==> src/rtl/m_wbtrace_tx.sv <==
// Writeback trace transmitter: buffers 32-bit writeback values in a FIFO and
// prints each one on a UART TX line as "%08x\n" (8N1, LSB first, idle high).
module m_wbtrace_tx #(
    parameter int CLKS_PER_BIT = 868,
    parameter int FIFO_LOG2    = 4
) (
    input  logic        w_clk,
    input  logic        w_rst,
    input  logic        w_valid,
    input  logic [31:0] w_data,
    output logic        r_txd,
    output logic        w_busy,
    output logic        r_ovf,
    output logic [15:0] r_drop
);

    localparam int DEPTH = 1 << FIFO_LOG2;
    localparam int PTR_W = FIFO_LOG2 + 1;
    localparam int CNT_W = (CLKS_PER_BIT > 1) ? $clog2(CLKS_PER_BIT) : 1;
    localparam logic [CNT_W-1:0] CNT_LAST = CNT_W'(CLKS_PER_BIT - 1);

    typedef enum logic [1:0] {
        IDLE,
        START,
        DATA,
        STOP
    } state_t;

    logic [31:0]      r_mem [DEPTH];
    logic [PTR_W-1:0] r_wptr;
    logic [PTR_W-1:0] r_rptr;
    logic             w_empty;
    logic             w_full;
    logic             w_pop;
    logic             w_push;
    logic             w_drop_ev;

    state_t           r_state;
    logic [CNT_W-1:0] r_cnt;
    logic [2:0]       r_bit;
    logic [3:0]       r_char;
    logic [31:0]      r_word;
    logic             w_bit_end;
    logic [3:0]       w_nib;
    logic [7:0]       w_chr;

    // Extra pointer MSB distinguishes full from empty when the index bits match.
    assign w_empty = (r_wptr == r_rptr);
    assign w_full  = (r_wptr[FIFO_LOG2] != r_rptr[FIFO_LOG2]) &&
                     (r_wptr[FIFO_LOG2-1:0] == r_rptr[FIFO_LOG2-1:0]);

    // A pop frees a slot at the same edge, so a push into a full FIFO is kept.
    assign w_pop     = (r_state == IDLE) && !w_empty;
    assign w_push    = w_valid && (!w_full || w_pop);
    assign w_drop_ev = w_valid && w_full && !w_pop;
    assign w_busy    = !w_empty || (r_state != IDLE);

    assign w_bit_end = (r_cnt == CNT_LAST);

    // NOTE: every always_comb output gets a value on every path, otherwise a latch is inferred.
    always_comb begin
        w_nib = r_word[{~r_char[2:0], 2'b00} +: 4];
        if (r_char[3])
            w_chr = 8'h0a;
        else if (w_nib < 4'd10)
            w_chr = 8'h30 + {4'h0, w_nib};
        else
            w_chr = 8'h57 + {4'h0, w_nib};
    end

    // NOTE: storage arrays carry no reset; the pointers alone define what is valid.
    always_ff @(posedge w_clk) begin
        if (w_push)
            r_mem[r_wptr[FIFO_LOG2-1:0]] <= w_data;
        if (w_pop)
            r_word <= r_mem[r_rptr[FIFO_LOG2-1:0]];
    end

    // NOTE: sequential state uses non-blocking assignments so every register samples pre-edge values.
    always_ff @(posedge w_clk) begin
        if (w_rst) begin
            r_wptr <= '0;
            r_rptr <= '0;
            r_ovf  <= 1'b0;
            r_drop <= '0;
        end else begin
            if (w_push)
                r_wptr <= r_wptr + PTR_W'(1);
            if (w_pop)
                r_rptr <= r_rptr + PTR_W'(1);
            if (w_drop_ev) begin
                r_ovf <= 1'b1;
                if (r_drop != 16'hffff)
                    r_drop <= r_drop + 16'd1;
            end
        end
    end

    always_ff @(posedge w_clk) begin
        if (w_rst) begin
            r_state <= IDLE;
            r_cnt   <= '0;
            r_bit   <= '0;
            r_char  <= '0;
            r_txd   <= 1'b1;
        end else begin
            case (r_state)
                IDLE: begin
                    r_txd <= 1'b1;
                    if (w_pop) begin
                        r_char  <= '0;
                        r_cnt   <= '0;
                        r_txd   <= 1'b0;
                        r_state <= START;
                    end
                end
                START: begin
                    if (w_bit_end) begin
                        r_cnt   <= '0;
                        r_bit   <= '0;
                        r_txd   <= w_chr[0];
                        r_state <= DATA;
                    end else begin
                        r_cnt <= r_cnt + CNT_W'(1);
                    end
                end
                DATA: begin
                    if (w_bit_end) begin
                        r_cnt <= '0;
                        if (r_bit == 3'd7) begin
                            r_txd   <= 1'b1;
                            r_state <= STOP;
                        end else begin
                            r_bit <= r_bit + 3'd1;
                            r_txd <= w_chr[r_bit + 3'd1];
                        end
                    end else begin
                        r_cnt <= r_cnt + CNT_W'(1);
                    end
                end
                STOP: begin
                    if (w_bit_end) begin
                        r_cnt <= '0;
                        // Character 8 is the trailing LF; after it the word is done.
                        if (r_char == 4'd8) begin
                            r_txd   <= 1'b1;
                            r_state <= IDLE;
                        end else begin
                            r_char  <= r_char + 4'd1;
                            r_txd   <= 1'b0;
                            r_state <= START;
                        end
                    end else begin
                        r_cnt <= r_cnt + CNT_W'(1);
                    end
                end
                default: r_state <= IDLE;
            endcase
        end
    end

endmodule

==> config.mk <==
export PLATFORM = sky130hd
export DESIGN_NAME = m_wbtrace_tx
export DESIGN_NICKNAME = d
export VERILOG_FILES = /design/src/rtl/m_wbtrace_tx.sv
export SDC_FILE = /design/constraint.sdc
export NUM_CORES = 1
export LEC_CHECK = 0
export BUFFER_PORTS_ARGS = -buffer_cell sky130_fd_sc_hd__buf_2
export CAP_MARGIN = 0
export CELL_PAD_IN_SITES_DETAIL_PLACEMENT = 1
export CELL_PAD_IN_SITES_GLOBAL_PLACEMENT = 2
export CORE_MARGIN = 2
export CORE_UTILIZATION = 45
export CTS_BUF_LIST = sky130_fd_sc_hd__clkbuf_4
export DETAILED_ROUTE_END_ITERATION = 10
export GPL_ROUTABILITY_DRIVEN = 0
export PLACE_DENSITY_LB_ADDON = 0.1
export RECOVER_POWER = 100
export SLEW_MARGIN = 5
export SYNTH_ARGS = -nofsm -noshare
export SYNTH_HDL_FRONTEND = slang
export SYNTH_SLANG_ARGS = --single-unit
==> constraint.sdc <==
create_clock -name w_clk -period 4.6 [get_ports w_clk]
set_input_delay 0.46 -clock w_clk [delete_from_list [all_inputs] [get_ports w_clk]]
set_output_delay 0.46 -clock w_clk [all_outputs]
set_load 0.01 [all_outputs]
-- After elaboration in Yosys (flattened, before gate mapping)
Memories as Yosys holds them, arrays and structs flattened. A register that Yosys moved wholly into a read port is not among the register bits.
Cells that the tools add are included.
- register bits after elaboration: 47
- memory bits (writable): 512
- memories: 1
- input port bits: 35
- muxes and demuxes: 31
- equality and inequality tests: 17
- $add $sub $neg: 8
- reductions and logical operators: 20
- $lt $le $gt $ge: 2
- shifts and indexed selects: 1
- bitwise gates (word level): 1
- memories (name ; depth ; width ; read ports ; clocked after Yosys merged registers in ; write ports ; RTL line ; source):
    r_mem ; 16 ; 32 ; 1 ; 1 ; 1 ; 29 ; logic [31:0] r_mem [DEPTH];
- operators with widths (operator ; number):
    indexed part select 32 x 6 -> 4 bit ; 1
    2-to-1 mux 10 bit ; 2
    case mux 10 bit (2 select lines) ; 1
    adder 16 x 1 -> 16 bit, second input constant ; 1
    2-to-1 mux 8 bit ; 2
    != test 16 bit, second input constant ; 1
    != test 2 bit, second input constant ; 7
    2-to-1 mux 4 bit ; 3
    adder 10 x 1 -> 10 bit, second input constant ; 1
    adder 5 x 1 -> 5 bit, second input constant ; 2
    equality test 10 bit, second input constant ; 1
    2-to-1 mux 1 bit ; 10
    2-to-1 mux 2 bit ; 5
    2-to-1 mux 3 bit ; 3
    adder 7 x 4 -> 8 bit, first input constant ; 1
    case mux 2 bit (4 select lines) ; 1
    case mux 4 bit (2 select lines) ; 1
    AND reduction 4 bit ; 2
    adder 6 x 4 -> 7 bit, first input constant ; 1
    case mux 3 bit (2 select lines) ; 1
    nonzero test 2 bit ; 3
    equality test 5 bit ; 1
    logical AND 1 bit ; 5
    AND reduction 5 bit ; 1
    19 further kinds ; 23

-- Logic depth before layout (Yosys ltp)
Gate-level depths: netlist (run 1).
- depth after elaboration: 10
- depth in mapped cells: 10
- mapped depth without buffers: 9

-- Worst setup path after synthesis (run 1)
No wires, ideal clock.
- kind: reg2reg
- from: register r_wptr[2]
- to: memory r_mem[3][0], enable pin
- data arrival time: 3743 ps
- data required time: 4139 ps
- library setup time: 461 ps
- path buffers: 1
- path slack: 396 ps
- stages on the path, launching flop included: 7
- path through: dfxtp_1 clkbuf_1 xor2_1 nor4_4 a21boi_1 nand2_1 nor3_1
- cells in the longest elaborated chain, start to end: 7
- elaborated cells between the ends (all ways): 10
- those cells by class: eq/ne (2); mux (2); reduce/logical (6)
- ends and longest elaborated chain (item ; RTL line ; source):
    start: declaration ; 30 ; logic [PTR_W-1:0] r_wptr;
    start signal: assignment ; 88 ; r_wptr <= r_wptr + PTR_W'(1);
    equality test 5 bit or equality test 4 bit (tied branches) ; 48, 50 ;
    logical NOT 1 bit or logical AND 1 bit (tied branches) ; 53, 49 ;
    logical AND 1 bit or logical NOT 1 bit (tied branches) ; 53, 54 ;
    logical OR 1 bit ; 54 ; assign w_push = w_valid && (!w_full || w_pop);
    logical AND 1 bit ; 54 ;
    2-to-1 mux 1 bit ; 73 ; if (w_push)
    2-to-1 mux 1 bit (not written as such) ; 74 ; r_mem[r_wptr[FIFO_LOG2-1:0]] <= w_data;
    end: declaration ; 29 ;
Several ways; a longest one is shown, not always the timed one.

-- Worst setup path after layout (run 1)
- from: register r_wptr[2]
- to: memory r_mem[2][24], enable pin
The elaborated chain is that of the path after synthesis.

==> results.yml, run 1 <==
run_status:
  status: "complete, but fails checks"
  violations: "capacitance limit, slew limit"
route:
  drt-pass1-iter-count: 6
  detail_route.wl_per_cell_um: 25.9
  ant_nets: 0
  drtIter0Drc: 822
  vias: 11400
  drt_wl_total_mm: 53.6
  drc: 0
  via_per_inst: 5.52
cts:
  h-tree-depth: 4
  cts_setup_buffers: 0
  cts-root-buf: "clkbuf_4"
  clkTransAtPathRegs_ns: 0.06
  tritoncts: "yes"
  clock_path_buffers: 3
  numCtsBuffers: 155
  worstSkewPairLatency_ns: 1.00
  clock-sinks: 591
power_and_ir_drop:
  p_int_w: 0.00974
  ir_worst_vdd_mv: 0.346
  power_leakage_nw: 8.23
  p_per_area_mw_per_mm2: 513
  netSwitchingPower_w: 0.00370
  p_seq_share_pct: 46.8
  sw_frac_of_total_pct: 27.5
  p_clk_share_pct: 32.3
  power_frac_comb_pct: 20.9
  p_total_w: 0.0134
critical_path:
  cp_slowest_cell: "clkbuf_2"
  crit_path_cell_trace: "xor2_1 -> nor4_1 -> a21boi_0 -> nand2_1 -> nor3_1 -> clkbuf_2"
  ff2ff_setup_slack_ns: 0.79
  cp_max_fo: 31
  crit_required_ns: 5.18
  crit_arrival_ns: 4.39
  crit_path_start_kind: "flop"
  path_class: "reg -> reg"
  slowest_delay_ns: 0.88
  crit_path_end_kind: "flop"
  cp_top_family: "simple AND/OR/NAND/NOR gates"
  r2r_cells: 6
  rr_endpoint: "r_mem[2][24]$_DFFE_PP_"
  r2r-start: "r_wptr[2]$_SDFFE_PP0P_"
  path_buf_inv: 1
floorplan:
  die_height_um: 230
  coreArea_sq_mm: 0.0503
  die-area_sq_mm: 0.0529
  rows: 82
  start_util_pct: 45.7
  die_x_um: 230
  ioPinCount: 54
min_path:
  worstHoldPathCells: 2
  hp-class: "reg -> reg"
  min_from: "r_ovf$_SDFFE_PP0P_"
  min_to: "r_ovf$_SDFFE_PP0P_"
global_route:
  grt_pass1_vias: 12300
  grt_pass1_wl_mm: 80.8
  grtUsageTotal_pct: 21.4
  antenna_found_initial: 7
  grt_max_degree: 132
  grt_overflow: 0
synth:
  async_reset_ff_share_pct: 0
  muxShareOfSynthArea_pct: 16.9
  synthMostInstantiatedCell: "edfxtp_1"
  synth_edf_count: 544
  synth_area_per_cell_sq_um: 21.3
  ys_warn_count: 0
  syn_nets: 1129
  synth-xor-area-share_pct: 1.41
  netlist_area_sq_mm: 0.0230
  synth_compound_gate_area_share_pct: 1.17
  ys_types: 57
  synth_top_family_by_area: "multiplexers"
  syn_inst: 1077
  synth_fa_ha_area_share_pct: 0.926
  yosys.area.top_type: "edfxtp_1"
  ys_seq_area_share_pct: 75.2
  synth_area_leaders: "edfxtp_1 71%, mux4_2 16%, dfxtp_1 4.1%"
  synth_seq_cells: 591
  synth_common_cells: "544 x edfxtp_1, 166 x mux4_2, 69 x nor2_1"
  yosys.area_share.simple_pct: 3.21
  synthFlopType: "edfxtp_1"
  yosysTopAreaCellShare_pct: 71.1
sta:
  clock_skew_ns: 0.0428
  setup_violations: 0
  fin_crit_sh_pct: 82.7
  hold_violations: 0
  rsz0062_at_grt: "false"
  fmax_mhz: 263
  tns_ns: 0
  slew_headroom_pct: -40.4
  fin_crit_ns: 3.81
  drv_slew: 170
  worst_pin_slew_ns: 2.11
layout:
  area.growth.synth_to_final_pct: 14.1
  stdcell_count: 2073
  nets: 1347
  finish.utilization_pct: 52.1
  fill_cells: 4605
  drive_gt1_share_pct: 31.7
job:
  drv_cap: 3
placed_design:
  portBuffers: 53
  dpl.cell_count: 1776
  dp_hpwl_mm: 31.3
## flip-flops by register name (all words and copies together), names as in the netlist
name	cells
r_cnt	10
r_wptr	5
r_char	4
r_mem	512
r_ovf	1
r_word	32
r_drop	16
r_rptr	5
r_bit	3
r_txd	1
r_state	2
## routing by layer
metal / vias to the layer above / wire (um) / global-route usage (%)
li1: 4982 / - / -
met5: - / 0 / 0
met3: 73 / 3720 / 6.54
met4: 0 / 900 / 6.83
met2: 361 / 25000 / 31.6
met1: 6029 / 24000 / 30.6
## worst reg2reg max path: stages, from the launching register on
cell,delay [ns]
dfxtp_1,0.56
xor2_1,0.18
nor4_1,0.12
a21boi_0,0.84
nand2_1,0.45
nor3_1,0.33
clkbuf_2,0.88
## layout by cell type (no fill, tap or decap), types with 3 or more instances in the layout
cell | netlist | final
nand2_1 | 26 | 26
ha_1 | 17 | 17
xnor2_1 | 20 | 20
clkbuf_2 | 0 | 12
nor3_1 | 6 | 6
a41o_1 | 3 | 3
nand3_1 | 10 | 10
clkinv_4 | 0 | 3
mux2i_1 | 3 | 4
dfxtp_1 | 47 | 44
nand4_1 | 11 | 11
a21oi_1 | 14 | 14
clkbuf_1 | 29 | 58
nor4_1 | 5 | 10
dlygate4sd3_1 | 0 | 34
buf_4 | 1 | 3
nor2_1 | 69 | 57
o21ai_0 | 4 | 4
inv_2 | 1 | 5
inv_1 | 17 | 16
edfxtp_1 | 544 | 544
nor2_4 | 0 | 12
nand2b_1 | 4 | 4
mux4_2 | 166 | 166
clkinv_1 | 0 | 26
clkbuf_4 | 0 | 227
xor2_1 | 17 | 17
## kinds of logic after synthesis
family / Yosys count
flip-flops: 591
multiplexers: 175
AND/OR/NAND/NOR: 150
buffers and inverters: 69
AO/OA/AOI/OAI: 38
XOR/XNOR: 37
adder cells (fa/ha/maj): 17
## area by class of cell
type	count	area, sq um	area share [%]
diodes	2	5.00	0.0191
clock buffers	226	1700	6.47
clock inverters	35	156	0.597
inverters	18	67.6	0.258
multi-input cells	417	5460	20.8
flip-flops and latches	591	17300	65.9
well taps	672	841	3.21
repair buffers	112	698	2.66
## power by group through the flow
stage	logic [W]	clock network (W)	registers, W
after detailed placement	0.00286	0	0.00640
after global placement	0.00284	0	0.00639
after CTS	0.00289	0.00449	0.00628
final	0.00281	0.00434	0.00629
after floorplan	0.00196	0	0.00635
after global routing	0.00304	0.00479	0.00631
## stage by stage
stage | worst slack (ns) | hold WS [ns] | area (sq um)
2_1_floorplan | 0.396 | 0.458 | 23000
3_3_place_gp | 1.28 | 0.438 | 24200
3_5_place_dp | 1.25 | 0.441 | 24200
4_1_cts | 1.14 | 0.321 | 26400
5_1_grt | 0.524 | 0.429 | 26200
6_report | 0.794 | 0.453 | 26200
## repair_timing
| item | 4_1_cts | 5_1_grt |
|---|---|---|
| setup endpoints to repair | 0 | 0 |
| resized for setup | 0 | 0 |
| hold endpoints to repair | 526 | 0 |
| hold buffers | 34 | 0 |
## how the worst max path moves through the flow
stage | slack (ns) | to | cells past startpoint | from
floorplan | 0.40 | r_mem[3][0]$_DFFE_PP_ | 6 | r_wptr[2]$_SDFFE_PP0P_
global placement | 1.28 | r_mem[7][21]$_DFFE_PP_ | 6 | r_wptr[2]$_SDFFE_PP0P_
detailed placement | 1.25 | r_mem[7][15]$_DFFE_PP_ | 6 | r_wptr[2]$_SDFFE_PP0P_
CTS | 1.14 | w_busy | 4 | r_wptr[2]$_SDFFE_PP0P_
global route | 0.52 | r_mem[2][15]$_DFFE_PP_ | 7 | r_state[0]$_SDFFE_PP0P_
finish | 0.79 | r_mem[2][24]$_DFFE_PP_ | 6 | r_wptr[2]$_SDFFE_PP0P_
(Power assumes the default switching activity.)
==> inputs of run 2 (changes only) <==
==> constraint.sdc (replaced) <==
create_clock -name w_clk -period 3.8 [get_ports w_clk]
set_input_delay 0.38 -clock w_clk [delete_from_list [all_inputs] [get_ports w_clk]]
set_output_delay 0.38 -clock w_clk [all_outputs]
set_load 0.01 [all_outputs]
==> run 2 against run 1 <==
Effect of this change: the flow now finishes without violations; clock power up 24%; combinational power up 13%; hold slack better by 0.053 ns; fmax up 11%; worst setup slack worse by 0.43 ns; cell count up 0.34%; critical path depth unchanged; global-route usage up 0.31 points; die area unchanged; non-clock buffer count up 7; sequential power up 23%; register-to-register slack worse by 0.43 ns; critical path type unchanged; largest power group unchanged; highest routed layer unchanged.
==> results.yml, run 2 (synthesis gave the netlist of run 1 again) <==
sta:
  clock_skew_ns: 0.0513
  slew_headroom_pct: 12.4
  tns_ns: 0
  fin_crit_sh_pct: 90.3
  setup_violations: 0
  drv_slew: 0
  fmax_mhz: 291
  worst_pin_slew_ns: 1.31
  hold_violations: 0
  rsz0062_at_grt: "false"
  fin_crit_ns: 3.43
  fin_hold_ws_ns: 0.506
global_route:
  grt_pass1_wl_mm: 82.0
  grt_max_degree: 132
  met3_usage_pct: 5.62
  grt_pass1_vias: 12400
  grt_overflow: 0
  grtUsageMet1_pct: 29.3
  grtUsageTotal_pct: 21.7
  grt-busiest-layer: "met2"
  gr-usage-met2_pct: 34.9
  antenna_found_initial: 2
power_and_ir_drop:
  power_leakage_nw: 8.35
  p_per_area_mw_per_mm2: 615
  p_total_w: 0.0163
  ir_worst_vdd_mv: 0.352
route:
  drtIter0Drc: 934
  vias: 11600
  drt_wl_total_mm: 54.8
  drc: 0
  via_per_inst: 5.58
  drt-pass1-iter-count: 5
  detail_route.wl_per_cell_um: 26.4
  ant_nets: 0
layout:
  stdcell_count: 2080
  drive_gt1_share_pct: 32.5
  largest_reg_flops: 512
  mostFrequentLayoutCell: "edfxtp_1"
  nets: 1354
  final_cell_mix: "544 x edfxtp_1, 229 x clkbuf_4, 166 x mux4_2"
  area.growth.synth_to_final_pct: 15.3
  finish.utilization_pct: 52.7
placed_design:
  portBuffers: 53
  dpl.cell_count: 1782
  dp_hpwl_mm: 29.1
cts:
  h-tree-depth: 4
  worstSkewPairLatency_ns: 0.95
  cts-root-buf: "clkbuf_4"
  clock-sinks: 591
  numCtsBuffers: 155
  cts_hold_buf: 35
  ctsResizeCount: 0
  cts_setup_buffers: 0
  clkTransAtPathRegs_ns: 0.06
  clock_path_buffers: 3
  tritoncts: "yes"
run_status:
  status: "finished clean"
critical_path:
  path_class: "reg -> reg"
  crit_path_start_kind: "flop"
  crit_required_ns: 4.37
  crit_arrival_ns: 4.00
  path_buf_inv: 1
  crit_path_end_kind: "flop"
  cp_top_family: "simple AND/OR/NAND/NOR gates"
  ff2ff_setup_slack_ns: 0.37
  cp_max_fo: 25
  r2r-start: "r_wptr[2]$_SDFFE_PP0P_"
  cp_slowest_cell: "a21boi_0"
  r2r_cells: 6
  cp-startpoint: "r_wptr[2]$_SDFFE_PP0P_"
  slowest_delay_ns: 0.80
  endpoint: "r_mem[13][6]$_DFFE_PP_"
  crit_cells: 6
  crit_path_cell_trace: "xor2_1 -> nor4_4 -> a21boi_0 -> nand2_1 -> nor2_4 -> clkbuf_4"
  rr_endpoint: "r_mem[13][6]$_DFFE_PP_"
floorplan:
  die-area_sq_mm: 0.0529
  die_x_um: 230
  coreArea_sq_mm: 0.0503
  start_util_pct: 45.7
  ioPinCount: 54
  die_height_um: 230
  rows: 82
job:
  drv_cap: 0
min_path:
  hp-class: "in -> reg"
[run 2: cell count changes in the layout (fill, tap and decap cells not counted), sizes merged]
cell,delta
dlygate4sd3,+1
clkinv,-3
diode,+2
bufinv,+3
inv,+2
clkbuf,-10
buf,+12
[run 2: routing by layer]
layer  vias up  wire, um
li1       4995         -
met1      6164     23200
met2       387     27600
met3        66      3190
met4         0       823
met5         -         0
[run 2: final cells by class]
class / count / area [sq um]
Antenna cell: 4 / 10.0
Timing Repair Buffer: 119 / 921
Multi-Input combinational cell: 417 / 5470
Clock inverter: 37 / 234
Fill cell: 4610 / 23800
Tap cell: 672 / 841
Clock buffer: 222 / 1670
Sequential cell: 591 / 17300
Inverter: 18 / 67.6
[run 2: worst min-delay path by stage]
stage                                startpoint  slack [ns]                 endpoint  cells after the start
after floorplan           r_bit[1]$_SDFFE_PP0P_        0.46    r_bit[1]$_SDFFE_PP0P_                      2
after global placement       r_ovf$_SDFFE_PP0P_        0.45       r_ovf$_SDFFE_PP0P_                      2
after detailed placement     r_ovf$_SDFFE_PP0P_        0.46       r_ovf$_SDFFE_PP0P_                      2
after CTS                            w_data[14]        0.22  r_mem[14][14]$_DFFE_PP_                      2
after global routing                 w_data[22]        0.43  r_mem[14][22]$_DFFE_PP_                      2
final                                w_data[10]        0.51   r_mem[1][10]$_DFFE_PP_                      2
[run 2: power breakdown]
group / switching [W] / internal [W]
logic: 0.00163 / 0.00155
registers: 0.000203 / 0.00751
clock network: 0.00253 / 0.00287
[run 2: metrics by stage]
stage,worst slack [ns],instance area [sq um]
2_1_floorplan,-0.382,23000
3_3_place_gp,0.814,24500
3_5_place_dp,0.789,24500
4_1_cts,0.365,26700
5_1_grt,0.110,26500
6_report,0.367,26500
